[src/rtl/req_priority_arbiter.sv]
`default_nettype none
// ============================================================================
//  Module      : req_priority_arbiter
//  Description : Eight-requester arbiter for one shared downstream resource.
//                Bit 7 has the highest priority. En=1 disables the block and
//                revokes any current grant. The arbiter registers a one-hot
//                grant and a 3-bit owner ID, and holds the grant until the
//                owner releases, the owner drops its request, or the hold
//                timer expires.
//                Optional feature macro ARB_ROUND_ROBIN_EN: when defined, the
//                search starts just below the last owner and wraps downward.
//                When undefined, the arbiter uses fixed MSB-first priority.
//  Revision    : 1.0 - initial release
// ============================================================================
module req_priority_arbiter #(
    parameter int MAX_HOLD = 16,
    parameter int CNT_W    = (MAX_HOLD < 1) ? 1 : $clog2(MAX_HOLD + 1)
) (
    input  logic       clk,
    input  logic       rst,
    input  logic [7:0] Req,
    input  logic       Rel,
    input  logic       En,
    output logic [7:0] Gnt,
    output logic [2:0] GntId,
    output logic       Valid,
    output logic       Timeout
);

    typedef enum logic [0:0] {
        ST_IDLE = 1'b0,
        ST_BUSY = 1'b1
    } state_t;

    localparam logic             c_timeout_en = (MAX_HOLD != 0);
    localparam logic [CNT_W-1:0] c_hold_max   = CNT_W'(MAX_HOLD);
    localparam logic [CNT_W-1:0] c_hold_last  = CNT_W'(MAX_HOLD - 1);

    state_t           r_state;
    state_t           w_state_nxt;
    logic [CNT_W-1:0] r_cnt;
    logic [CNT_W-1:0] w_cnt_nxt;
    logic [7:0]       r_gnt;
    logic [7:0]       w_gnt_nxt;
    logic [2:0]       r_gntid;
    logic [2:0]       w_gntid_nxt;
    logic             r_valid;
    logic             w_valid_nxt;
    logic             r_timeout;
    logic             w_timeout_nxt;

    // Arbitration result
    logic [2:0]       w_start;
    logic [2:0]       w_win;
    logic             w_found;

`ifdef ARB_ROUND_ROBIN_EN
    logic [2:0]       r_ptr;
    logic [2:0]       w_ptr_nxt;

    // Search begins one position below the last owner, so that owner goes last.
    assign w_start = r_ptr - 3'd1;

    // Last-owner pointer, updated whenever a grant is revoked.
    always_ff @(posedge clk or posedge rst) begin
        if (rst) begin
            r_ptr <= 3'd0;
        end else begin
            r_ptr <= w_ptr_nxt;
        end
    end
`else
    // Fixed priority always searches from the top requester.
    assign w_start = 3'd7;
`endif

    // Descending search from w_start with wrap; the first set request wins.
    always_comb begin
        w_found = 1'b0;
        w_win   = 3'd0;
        for (int k = 0; k < 8; k++) begin
            if (!w_found && Req[w_start - 3'(k)]) begin
                w_found = 1'b1;
                w_win   = w_start - 3'(k);
            end
        end
    end

    // State, counter and registered outputs.
    always_ff @(posedge clk or posedge rst) begin
        if (rst) begin
            r_state   <= ST_IDLE;
            r_cnt     <= '0;
            r_gnt     <= 8'd0;
            r_gntid   <= 3'd0;
            r_valid   <= 1'b0;
            r_timeout <= 1'b0;
        end else begin
            r_state   <= w_state_nxt;
            r_cnt     <= w_cnt_nxt;
            r_gnt     <= w_gnt_nxt;
            r_gntid   <= w_gntid_nxt;
            r_valid   <= w_valid_nxt;
            r_timeout <= w_timeout_nxt;
        end
    end

    // Next-state logic: grant from IDLE, and prioritised revoke checks in BUSY.
    always_comb begin
        w_state_nxt   = r_state;
        w_cnt_nxt     = r_cnt;
        w_gnt_nxt     = r_gnt;
        w_gntid_nxt   = r_gntid;
        w_valid_nxt   = r_valid;
        w_timeout_nxt = 1'b0;
`ifdef ARB_ROUND_ROBIN_EN
        w_ptr_nxt     = r_ptr;
`endif
        case (r_state)
            ST_IDLE: begin
                w_gnt_nxt   = 8'd0;
                w_gntid_nxt = 3'd0;
                w_valid_nxt = 1'b0;
                w_cnt_nxt   = '0;
                if (!En && w_found) begin
                    w_state_nxt = ST_BUSY;
                    w_gnt_nxt   = 8'd1 << w_win;
                    w_gntid_nxt = w_win;
                    w_valid_nxt = 1'b1;
                end
            end
            ST_BUSY: begin
                if (En || Rel || !Req[r_gntid] ||
                    (c_timeout_en && (r_cnt == c_hold_last))) begin
                    // A timeout is only reported when nothing else caused the revoke.
                    w_timeout_nxt = !En && !Rel && Req[r_gntid];
                    w_state_nxt   = ST_IDLE;
                    w_gnt_nxt     = 8'd0;
                    w_gntid_nxt   = 3'd0;
                    w_valid_nxt   = 1'b0;
                    w_cnt_nxt     = '0;
`ifdef ARB_ROUND_ROBIN_EN
                    w_ptr_nxt     = r_gntid;
`endif
                end else if (r_cnt != c_hold_max) begin
                    w_cnt_nxt = r_cnt + 1'b1;
                end
            end
            default: begin
                w_state_nxt = ST_IDLE;
            end
        endcase
    end

    assign Gnt     = r_gnt;
    assign GntId   = r_gntid;
    assign Valid   = r_valid;
    assign Timeout = r_timeout;

endmodule
`default_nettype wire

[config.mk]
export PLATFORM = sky130hd
export DESIGN_NAME = req_priority_arbiter
export DESIGN_NICKNAME = d
export VERILOG_FILES = /design/src/rtl/req_priority_arbiter.sv
export SDC_FILE = /design/constraint.sdc
export NUM_CORES = 1
export LEC_CHECK = 0
export ABC_AREA = 0
export CAP_MARGIN = 10
export CORE_MARGIN = 3
export CORE_UTILIZATION = 30
export DETAILED_ROUTE_END_ITERATION = 7
export GPL_TIMING_DRIVEN = 0
export PLACE_DENSITY = 0.61
export SLEW_MARGIN = 10
export SYNTH_ARGS = -nofsm -noshare
export SYNTH_HDL_FRONTEND = slang
export SYNTH_SLANG_ARGS = --single-unit
[constraint.sdc]
create_clock -name clk -period 1.9 [get_ports clk]
set_input_delay 0.19 -clock clk [delete_from_list [all_inputs] [get_ports clk]]
set_output_delay 0.19 -clock clk [all_outputs]
set_load 0.02 [all_outputs]
==> results of run 1 <==
==> cell usage after synthesis (2+ instances only) <==
library cell / instances / area [sq um]
a22o_1: 5 / 43.79
buf_6: 3 / 33.78
dfrtp_1: 19 / 475.5
nor2_1: 7 / 26.28
nand3_1: 3 / 15.01
inv_1: 7 / 26.28
xnor2_1: 2 / 17.52
a32o_1: 2 / 20.02
o2bb2ai_1: 4 / 35.03
nand2_1: 3 / 11.26
ha_1: 3 / 37.54
nand3b_1: 3 / 22.52
and3_1: 2 / 12.51
mux2i_1: 4 / 40.04
nor4_1: 2 / 12.51
and2_1: 2 / 12.51
==> placed cells by master (no fill, tap or decap), types with 2 or more instances in the layout <==
master,n
nor4_1,2
nand3_1,3
o2bb2ai_1,3
clkbuf_4,3
clkdlybuf4s50_1,23
mux2i_1,4
dfrtp_1,19
a22o_1,5
nand3b_1,3
buf_4,4
inv_1,7
nand2_1,3
nor2_1,7
buf_6,3
xnor2_1,2
a32o_1,2
==> metrics by stage <==
stage                     instance area, sq um  hold WS [ns]
after floorplan                           1022        0.1411
after global placement                    1308        0.4661
after detailed placement                  1308        0.4732
after CTS                                 1379        0.2372
after global routing                      1410        0.2587
final                                     1410        0.2461
==> worst register-to-register path: cells and delay by family (launching register included) <==
kind | cells | cell delay, ns
adder cells (fa/ha/maj) | 2 | 0.36
AND/OR/NAND/NOR | 3 | 0.78
flip-flops | 1 | 0.41
AO/OA/AOI/OAI | 1 | 0.11
buffers and inverters | 1 | 0.14
==> final cells by class <==
class	instances	share of cell area, %
Multi-Input combinational cell	61	37.36
Sequential cell	19	33.72
Timing Repair Buffer	28	19.25
Tap cell	44	3.904
Buffer	3	1.952
Inverter	7	1.863
Clock buffer	3	1.597
Clock inverter	1	0.3549
==> path summary, 6_finish.rpt <==
check,startpoint,to,slack [ns],cells after the start
worst max-delay path,r_cnt[1],Gnt[5],0.03,7
worst min-delay path,Req[7],Gnt[7],0.25,2
worst max register to register,r_cnt[1],Gnt[5],0.03,7
worst min register to register,Valid,Valid,0.51,1
max in group asynchronous,rst,Gnt[0],1.11,2
min in group asynchronous,rst,r_cnt[1],0.30,2
==> per-layer routing <==
layer	wire, um	track usage, %	vias to the layer above
li1	-	-	391
met1	1183	17.58	429
met2	1131	19.48	23
met3	134	2.812	2
met4	14	3.166	0
met5	0	0	-
==> report_power, final <==
group | leakage, nW | internal [mW] | switching (mW) | total (mW)
Clock | 0.0177 | 0.0784 | 0.134 | 0.212
Combinational | 0.327 | 0.0947 | 0.0875 | 0.182
Sequential | 0.257 | 0.420 | 0.0168 | 0.437
==> logic make-up (layout without fill, tap and decap cells) <==
family | Yosys count | after routing | synth area share (%)
AND/OR/NAND/NOR | 30 | 30 | 17.49
buffers and inverters | 11 | 42 | 6.404
XOR/XNOR | 3 | 3 | 2.587
multiplexers | 6 | 6 | 7.635
flip-flops | 19 | 19 | 46.80
AO/OA/AOI/OAI | 19 | 19 | 15.39
adder cells (fa/ha/maj) | 3 | 3 | 3.695
==> registers in the layout, indices dropped and copies added, names as in the netlist <==
signal	cells
Gnt	8
GntId	3
Timeout	1
Valid	1
r_cnt	5
r_state	1
==> timing repair <==
action | CTS | global route
setup endpoints to repair | 16 | 16
buffers inserted | 3 | 1
hold buffers | 0 | 0
gates resized for setup | 6 | 4
pin swaps | 2 | 5
gates cloned | 1 | 0
==> impl_metrics.toml, run 1 <==
[synth]
ys_types = 36
syn-mean-instance-area_sq_um = 11.16
synth_edf_count = 0
syn_nets = 106
async_reset_ff_share_pct = 100.0
yosys_register_bits = 19
synth_cells = 91
netlist_area_sq_um = 1016
yosysWarnings = 0
synth_ff_type = "dfrtp_1"
yosysSeqAreaShare_pct = 46.80

[sta]
slew_headroom_pct = 49.13
period_share_pct = 98.34
fin_ws_ns = 0.03154
drv_slew = 0
finalSetupViolations = 0
final.setup_skew_ns = 0.01437
fmax_mhz = 535.2
setup_tns_ns = 0
fin_crit_ns = 1.868
worst_slew_pin_slew_ns = 0.7623
hold_violations = 0
rsz0062_at_grt = "yes"

[clock_tree]
root_buffer = "clkbuf_4"
cts_made_buffers = 3
cts_tree = "done"
cts.sinks = 19
ctsHtreeMaxLevel = 1
path_clk_slew_ns = 0.12
insertion_delay_ns = 0.30
clk_path_buf_depth = 2

[routing]
firstDrtPassIters = 4
wl_mm = 2.464
via_per_inst = 5.090
wl_per_cell_um = 14.84
drc = 0
num_vias = 845
drtIter0Drc = 32
ant_nets = 0

[die]
start_util_pct = 32.22
core-area_sq_um = 3153
ios = 25
die_h_um = 64.20
die_x_um = 64.20
num_rows = 20
dieArea_sq_um = 4121

[finish]
register_area_sq_um = 475.5
n_fill_cell = 330
final_core_util_pct = 44.72
fin_nets = 138
syn2layout_area_growth_pct = 38.79
instances_no_fill = 166
n_antenna_cell = 0
multi_input_area_sq_um = 526.8
layout-drive-gt1-share_pct = 19.67

[global_route]
grt_pass1_wl_mm = 4.209
grt_overflow = 0
grt_max_degree = 20
antenna_found_initial = 0
grt_usage_pct = 12.54
grt_pass1_vias = 893

[pwr]
p_leak_nw = 0.6024
cellPowerDensity_nw_per_um2 = 589.6
ir_drop_v = 0.0002504
finalPower_mw = 0.8313

[critical_path]
crit_family = "simple AND/OR/NAND/NOR gates"
crit_required_ns = 2.12
worstSetupEndpointType = "flip-flop"
arrival_ns = 2.09
cpPeakStageDelay_ns = 0.41
crit_path_cell_trace = "ha_2, and3_4, ha_4, nor4b_4, and4_4, buf_6, o2bb2ai_1"
startpoint_type = "flip-flop"
critPathMaxFanout = 8
cp.buffers_inverters = 1
path_class = "reg -> reg"
crit_slowest_cell = "dfrtp_1"

[run]
drv_cap = 0

[place]
placed_cells = 158
routabilityCongestion = 0.8107
dp_slack_ns = -0.1607
port_buffers = 23

[worst_hold_path]
hp-class = "in -> reg"

[outcome]
status = "finished clean"
No activity file was read; power rests on OpenSTA's default activity.
==> inputs of run 2 (changes only) <==
--- a/config.mk
+++ b/config.mk
@@ -12,7 +12,6 @@
 export DETAILED_ROUTE_END_ITERATION = 7
 export GPL_TIMING_DRIVEN = 0
 export PLACE_DENSITY = 0.61
-export SLEW_MARGIN = 10
 export SYNTH_ARGS = -nofsm -noshare
 export SYNTH_HDL_FRONTEND = slang
 export SYNTH_SLANG_ARGS = --single-unit
==> results of run 2 <==
Same layout as run 1: the final DEF is identical, and so are final timing and power.
